===== src/rtl/lif_neuron_update.sv =====
// Time-multiplexed leaky integrate-and-fire update engine: snapshots noise and
// synaptic current on step, then updates one membrane potential per clock.
module lif_neuron_update #(
    parameter int buffer_size = 32,
    parameter int Num_Neurons = 16,
    parameter int THRESHOLD   = 1000,
    parameter int V_RESET     = 0,
    parameter int LEAK_SHIFT  = 4,
    parameter int NOISE_SHIFT = 8,
    parameter int REFRACT     = 3
) (
    input  logic                              clk,
    input  logic                              reset,
    input  logic                              step,
    input  logic [Num_Neurons*buffer_size-1:0] noise_array,
    input  logic [Num_Neurons*buffer_size-1:0] syn_array,
    output logic [Num_Neurons-1:0]            spikes,
    output logic                              busy,
    output logic                              done,
    output logic                              noise_adv
);

    localparam int IDX_W = (Num_Neurons > 1) ? $clog2(Num_Neurons) : 1;
    localparam int EXT_W = buffer_size + 2;

    localparam logic [IDX_W-1:0]              LAST_IDX  = IDX_W'(Num_Neurons - 1);
    localparam logic signed [buffer_size-1:0] THR_V     = buffer_size'(THRESHOLD);
    localparam logic signed [buffer_size-1:0] RST_V     = buffer_size'(V_RESET);
    localparam logic [7:0]                    REFR_LOAD = 8'(REFRACT);
    localparam logic signed [EXT_W-1:0]       SAT_MAX   = (EXT_W'(1) << (buffer_size - 1)) - EXT_W'(1);
    localparam logic signed [EXT_W-1:0]       SAT_MIN   = -(EXT_W'(1) << (buffer_size - 1));

    typedef enum logic [1:0] {
        S_IDLE,
        S_UPD,
        S_DONE
    } state_t;

    state_t state, state_nx;

    logic [IDX_W-1:0]              idx;
    logic signed [buffer_size-1:0] noise_snap [Num_Neurons];
    logic signed [buffer_size-1:0] syn_snap   [Num_Neurons];
    logic signed [buffer_size-1:0] v_mem      [Num_Neurons];
    logic [7:0]                    refr       [Num_Neurons];
    logic [Num_Neurons-1:0]        spike_acc;
    logic [Num_Neurons-1:0]        spike_acc_nx;

    logic signed [buffer_size-1:0] v_cur;
    logic signed [buffer_size-1:0] leak;
    logic signed [buffer_size-1:0] noise_term;
    logic signed [EXT_W-1:0]       v_sum;
    logic signed [buffer_size-1:0] v_sat;
    logic signed [buffer_size-1:0] v_nx;
    logic [7:0]                    refr_nx;
    logic                          spike_bit;

    // Single shared datapath for the neuron selected by idx.
    always_comb begin
        v_cur      = v_mem[idx];
        leak       = v_cur >>> LEAK_SHIFT;
        noise_term = noise_snap[idx] >>> NOISE_SHIFT;
        v_sum      = {{2{v_cur[buffer_size-1]}}, v_cur}
                   - {{2{leak[buffer_size-1]}}, leak}
                   + {{2{syn_snap[idx][buffer_size-1]}}, syn_snap[idx]}
                   + {{2{noise_term[buffer_size-1]}}, noise_term};

        if (v_sum > SAT_MAX) begin
            v_sat = SAT_MAX[buffer_size-1:0];
        end else if (v_sum < SAT_MIN) begin
            v_sat = SAT_MIN[buffer_size-1:0];
        end else begin
            v_sat = v_sum[buffer_size-1:0];
        end

        refr_nx   = refr[idx];
        v_nx      = v_sat;
        spike_bit = 1'b0;
        if (refr[idx] != 8'd0) begin
            refr_nx = refr[idx] - 8'd1;
            v_nx    = RST_V;
        end else if (v_sat >= THR_V) begin
            spike_bit = 1'b1;
            v_nx      = RST_V;
            refr_nx   = REFR_LOAD;
        end

        spike_acc_nx      = spike_acc;
        spike_acc_nx[idx] = spike_bit;
    end

    always_ff @(posedge clk or posedge reset) begin
        if (reset) begin
            state <= S_IDLE;
        end else begin
            state <= state_nx;
        end
    end

    always_comb begin
        state_nx  = state;
        busy      = 1'b0;
        done      = 1'b0;
        noise_adv = 1'b0;
        case (state)
            S_IDLE: begin
                if (step) begin
                    state_nx = S_UPD;
                end
            end
            S_UPD: begin
                busy = 1'b1;
                if (idx == LAST_IDX) begin
                    state_nx = S_DONE;
                end
            end
            S_DONE: begin
                done      = 1'b1;
                noise_adv = 1'b1;
                state_nx  = S_IDLE;
            end
            default: state_nx = S_IDLE;
        endcase
    end

    // spikes is loaded on the last update so it is already valid during done.
    always_ff @(posedge clk or posedge reset) begin
        if (reset) begin
            idx       <= '0;
            spike_acc <= '0;
            spikes    <= '0;
            for (int unsigned i = 0; i < Num_Neurons; i++) begin
                v_mem[i]      <= RST_V;
                refr[i]       <= '0;
                noise_snap[i] <= '0;
                syn_snap[i]   <= '0;
            end
        end else begin
            case (state)
                S_IDLE: begin
                    if (step) begin
                        idx       <= '0;
                        spike_acc <= '0;
                        for (int unsigned i = 0; i < Num_Neurons; i++) begin
                            noise_snap[i] <= noise_array[i*buffer_size +: buffer_size];
                            syn_snap[i]   <= syn_array[i*buffer_size +: buffer_size];
                        end
                    end
                end
                S_UPD: begin
                    v_mem[idx] <= v_nx;
                    refr[idx]  <= refr_nx;
                    spike_acc  <= spike_acc_nx;
                    idx        <= idx + IDX_W'(1);
                    if (idx == LAST_IDX) begin
                        spikes <= spike_acc_nx;
                    end
                end
                default: ;
            endcase
        end
    end

endmodule


===== config.mk =====
export PLATFORM = sky130hd
export DESIGN_NAME = lif_neuron_update
export DESIGN_NICKNAME = d
export VERILOG_FILES = /design/src/rtl/lif_neuron_update.sv
export SDC_FILE = /design/constraint.sdc
export NUM_CORES = 2
export LEC_CHECK = 0
export BUFFER_PORTS_ARGS = -buffer_cell sky130_fd_sc_hd__clkbuf_2
export CORE_MARGIN = 2
export CORE_UTILIZATION = 46
export DETAILED_ROUTE_END_ITERATION = 7
export HOLD_SLACK_MARGIN = 0.02
export PLACE_DENSITY = 0.72
export SETUP_SLACK_MARGIN = 0.05
export SLEW_MARGIN = 20
export SYNTH_ARGS = -nofsm -noshare
export SYNTH_HDL_FRONTEND = slang
export SYNTH_SLANG_ARGS = --single-unit

===== constraint.sdc =====
create_clock -name clk -period 137.9 [get_ports clk]
set_input_delay 6.895 -clock clk [delete_from_list [all_inputs] [get_ports clk]]
set_output_delay 6.895 -clock clk [all_outputs]
set_load 0.005 [all_outputs]

Yosys cells after proc, flatten, opt, wreduce, memory -nomap -nowiden

Cells that the tools add are included.

Register bits after elaboration: 1,702
Bits of input ports: 1,027
Logic and storage cells: 133

Add/subtract/negate cells: 5
Order comparisons: 7
Equality and inequality tests: 5
Mux-type cells: 38
Bitwise logic cells: 1
Reduce and logical (&&, ||, !) cells: 9

Operators with widths:

| cell                                                                | count |
|---|---|
| bitwise mux 512 bit                                                 | 1 |
| binary-select mux 32 bit (select 4 bit)                             | 3 |
| two-way mux 32 bit                                                  | 11 |
| bitwise mux 128 bit                                                 | 1 |
| demux 32 bit (select 4 bit)                                         | 1 |
| two-way mux 8 bit                                                   | 5 |
| adder 33 x 32 -> 34 bit                                             | 1 |
| adder 34 bit                                                        | 1 |
| greater-than comparator 34 x 32 -> 1 bit, second input constant     | 1 |
| < comparator 34 x 32 -> 1 bit, second input constant                | 1 |
| subtractor 32 x 28 -> 33 bit                                        | 1 |
| binary-select mux 8 bit (select 4 bit)                              | 1 |
| demux 8 bit (select 4 bit)                                          | 1 |
| greater-or-equal comparator 32 x 11 -> 1 bit, second input constant | 1 |
| one-hot mux 16 bit (2 select lines)                                 | 1 |
| bitwise mux 16 bit                                                  | 1 |
| two-way mux 16 bit                                                  | 1 |
| one-hot mux 4 bit (2 select lines)                                  | 1 |
| AND reduction 2 bit                                                 | 4 |
| nonzero test 8 bit                                                  | 1 |
| subtractor 8 x 1 -> 8 bit, second input constant                    | 1 |
| greater-or-equal comparator 5 bit, second input constant            | 1 |
| < comparator 4 x 5 -> 1 bit, second input constant                  | 1 |
| < comparator 5 x 1 -> 1 bit, second input constant                  | 1 |
| other kinds (15)                                                    | 22 |

Depth between registers and ports, before layout

Word-level depth: 15
Gate-level depth with buffers: 28

Least setup slack after synthesis

Ideal clock, no wire load.

Path type: input port to flip-flop
From: in step
To: reg syn_snap[100] (netlist bit)
Data arrival time: 8.517 ns
Path slack: 129.258 ns
Stages on the path: 6
Buffers on the path: 4
Cells stage by stage: nor3b_1 > clkbuf_1 > clkbuf_1 > clkbuf_1 > clkbuf_1 > mux2_2

Cells in the longest elaborated chain, start to end: 1

RTL lines:

| item                                 | line | source |
|---|---|---|
| from (decl)                          | 14   | `input logic step,` |
| AND reduction 2 bit (no source line) | n/a  |  |
| to (signal, indexed assignment)      | 146  | `syn_snap[i] <= syn_array[i*buffer_size +: buffer_size];` |
| to (decl)                            | 43   | `logic signed [buffer_size-1:0] syn_snap [Num_Neurons];` |

No other way between the ends.
A chain may end at the register's enable or synchronous reset.

==> metrics.txt <==
chip width=404 um; wire length reported by the detailed router=238,000 um; netlist area before placement=73,500 um^2; clock tree from TritonCTS=yes; Site Rows=146; number of synthesized flops with an enable pin=0; core region area=159,000 um^2; count of mapped cells out of synthesis=5,479; Crit Reg-Reg Startpoint=idx[1]; path type of the worst min-delay path=flip-flop to flip-flop; register area share after synthesis=53.6%; Register-to-Register Setup Slack=127.03 ns; maximum number of pins on one net before global-route repair=176; drc violations=0; CP Class=primary input to asynchronous set/reset pin; adder-cell share of the synthesized area=2.39%; global-route congestion overflow total=0; Synthesized Nets=6,609; combinational family with the most area after synthesis=multiplexers; ranking of synthesized cells by area=sky130_fd_sc_hd__dfrtp_1 54%, sky130_fd_sc_hd__mux4_2 15%, sky130_fd_sc_hd__mux2_2 14%; initial core utilization=46.3%; via density per instance=5.84; worst setup path end=syn_snap[354]; postcts setup bufs=0; mux cell area share after synthesis=28.8%; number of buffers inserted during clock tree synthesis=168; H-tree Lvls=4; slew of the pin with the lowest slew margin=1.16 ns; share of flip-flops with an asynchronous set or reset=100%; # resized after CTS=0; xor/xnor share of the synthesized area=0.520%; detailed-router iteration count before antenna repair=6; Buffers on Ports=917; number of vias after detailed routing=49,500; CP Data Required Time=138.72 ns; total global routing track utilization=29.3%; top-area cell type share of the netlist area=53.6%; leading cell types in the layout, fill and taps excluded=1,570 x sky130_fd_sc_hd__dfrtp_1, 917 x sky130_fd_sc_hd__clkbuf_2, 914 x sky130_fd_sc_hd__mux2_2; hold_buf cts=0; I/O pin total=1,046; detailed placer's ending HPWL=170,000 um; iteration-0 DRC count of the detailed router=4,341; maximum achievable frequency=87.4 MHz; flip-flop and latch count after synthesis=1,573; reg-to-reg critical path endpoint=v_mem[56]; worst slew margin relative to its limit=22.9%; area share of and/or/nand/nor cells after synthesis=4.76%; first-pass GRT wire length=347,000 um; clock insertion delay at the later pin of the skew report=0.83 ns; Root Buffer=sky130_fd_sc_hd__clkbuf_16; fraction of final layout cells with drive strength greater than 1=42.9%; worst-path fanout max=175; synthesized area per cell=13.4 um^2; number of buffers on the longest clock path=3; final sum of negative setup slack=0 ns; most common cell after layout, fill and taps aside=sky130_fd_sc_hd__dfrtp_1; number of global-route vias before repair=50,000; hold_ws=0.474 ns; post-synthesis cell type count=71; category of the worst setup path capture point=asynchronous set/reset pin; Synth Area in Compound Gates=6.60%; Routed wire per std cell=28.0 um; final antenna-violating net count=0; layout overhead on the synthesized area=16.5%; Warnings, synthesis=0; outcome=finished, final reports clean; final weighted congestion in routability-driven placement=0.987; final setup margin=126.45 ns; layout filler cell count=13,200; clock-pin transition on the worst setup and hold timing paths=0.06 ns; arrival time at the worst endpoint=12.26 ns; final core utilization=54.0%; TritonCTS sink count=1,573; DIE AREA=163,000 um^2; antenna violations before repair=124; cell type with the largest total area after synthesis=sky130_fd_sc_hd__dfrtp_1; final setup fails=0; main flop type after synthesis=sky130_fd_sc_hd__dfrtp_1; Worst Skew=0.0455 ns; number of hold violations in the final report=0; worst hold stages=2; Setup Slack @ Placement=124.76 ns; share of the cycle needed by the critical path after routing=8.30%; minimum clock period after layout=11.45 ns; number of maximum-capacitance violations=0; startpoint types=primary input; final-report max-slew violation count=0; Total Nets Final=7,343; crit path launch=reset; r2r worst-path depth=21; RSZ-0062 raised after global routing=false; die boundary height=404 um
-- layout make-up --
class                           instances  area [um^2]  area share, %
Multi-Input combinational cell       3275        31700           37.1
Antenna cell                           64          160          0.187
Inverter                              202          773          0.903
Timing Repair Buffer                  993         5280           6.16
Clock buffer                          242         4900           5.72
Sequential cell                      1573        39400           46.0
Tap cell                             2072         2590           3.03
Clock inverter                         56          776          0.906
-- layer usage --
| layer | share of wire [%] | global-route usage (%) |
|---|---|---|
| met5 | 0.19 | 0 |
| met4 | 4.2 | 11.2 |
| met3 | 8.9 | 8.59 |
| met2 | 47 | 46.2 |
| met1 | 39 | 38.4 |
-- state kept, by name (all words and copies together) (netlist names) --
signal,cells
idx,4
noise_snap,384
refr,128
spike_acc,15
spikes,16
state,2
syn_snap,512
v_mem,512
-- per-stage QoR --
step           area, um^2  instances
6_report            85600       8477
5_1_grt             85500       8455
4_1_cts             85300       8409
3_5_place_dp        79700       8111
3_3_place_gp        79600       8109
2_1_floorplan       73500       5479
-- logic make-up (layout without fill, tap and decap cells) --
family                     count (synthesis)  count (layout)
AOI/OAI and AO/OA                        883             883
xor gates and xnor gates                  41              41
adders and majority gates                103             103
buffers and inverters                    631            1493
DFF                                     1573            1573
muxes                                   1396            1396
other                                      0              64
and+or+nand+nor                          852             852
-- synth_stat cells, drive strengths merged (3+ instances only) --
master and count:
nand3 15, or3 4, nand2b 12, nor3 9
mux2 914, nand3b 8, buf 96, and2 6
a211oi 9, clkbuf 333, nand4 21, a21o 6
nand2 716, nor4 7, and3 4, inv 202
o21bai 5, a211o 3, o211ai 30, o31ai 19
fa 62, a21oi 65, o2111ai 5, mux4 480
and4 3, xnor2 24, a31oi 12, ha 41
dfrtp 1573, nor2b 5, xor2 17, o21a 4
nor2 37, o22ai 4, a21boi 4, a311oi 3
o21ai 703
-- worst min-delay path by stage --
stage | end | startpoint
2_1_floorplan | spikes[0] | spike_acc[0]
3_3_place_gp | v_mem[240] | v_mem[240]
3_5_place_dp | spikes[8] | spike_acc[8]
4_1_cts | spikes[10] | spike_acc[10]
5_1_grt | v_mem[189] | v_mem[189]
6_report | spikes[0] | spike_acc[0]
-- critical path, cell delays in order --
cell	delay (ns)
sky130_fd_sc_hd__clkbuf_2	0.12
sky130_fd_sc_hd__inv_8	0.22
sky130_fd_sc_hd__buf_4	0.79
sky130_fd_sc_hd__buf_4	0.71
sky130_fd_sc_hd__buf_4	0.83
sky130_fd_sc_hd__buf_4	0.78
sky130_fd_sc_hd__buf_12	0.73
sky130_fd_sc_hd__buf_4	0.82
Power is left out: the tool's default activity adds up to more than one toggle a clock period on the data nets, which glitch-free logic cannot reach.
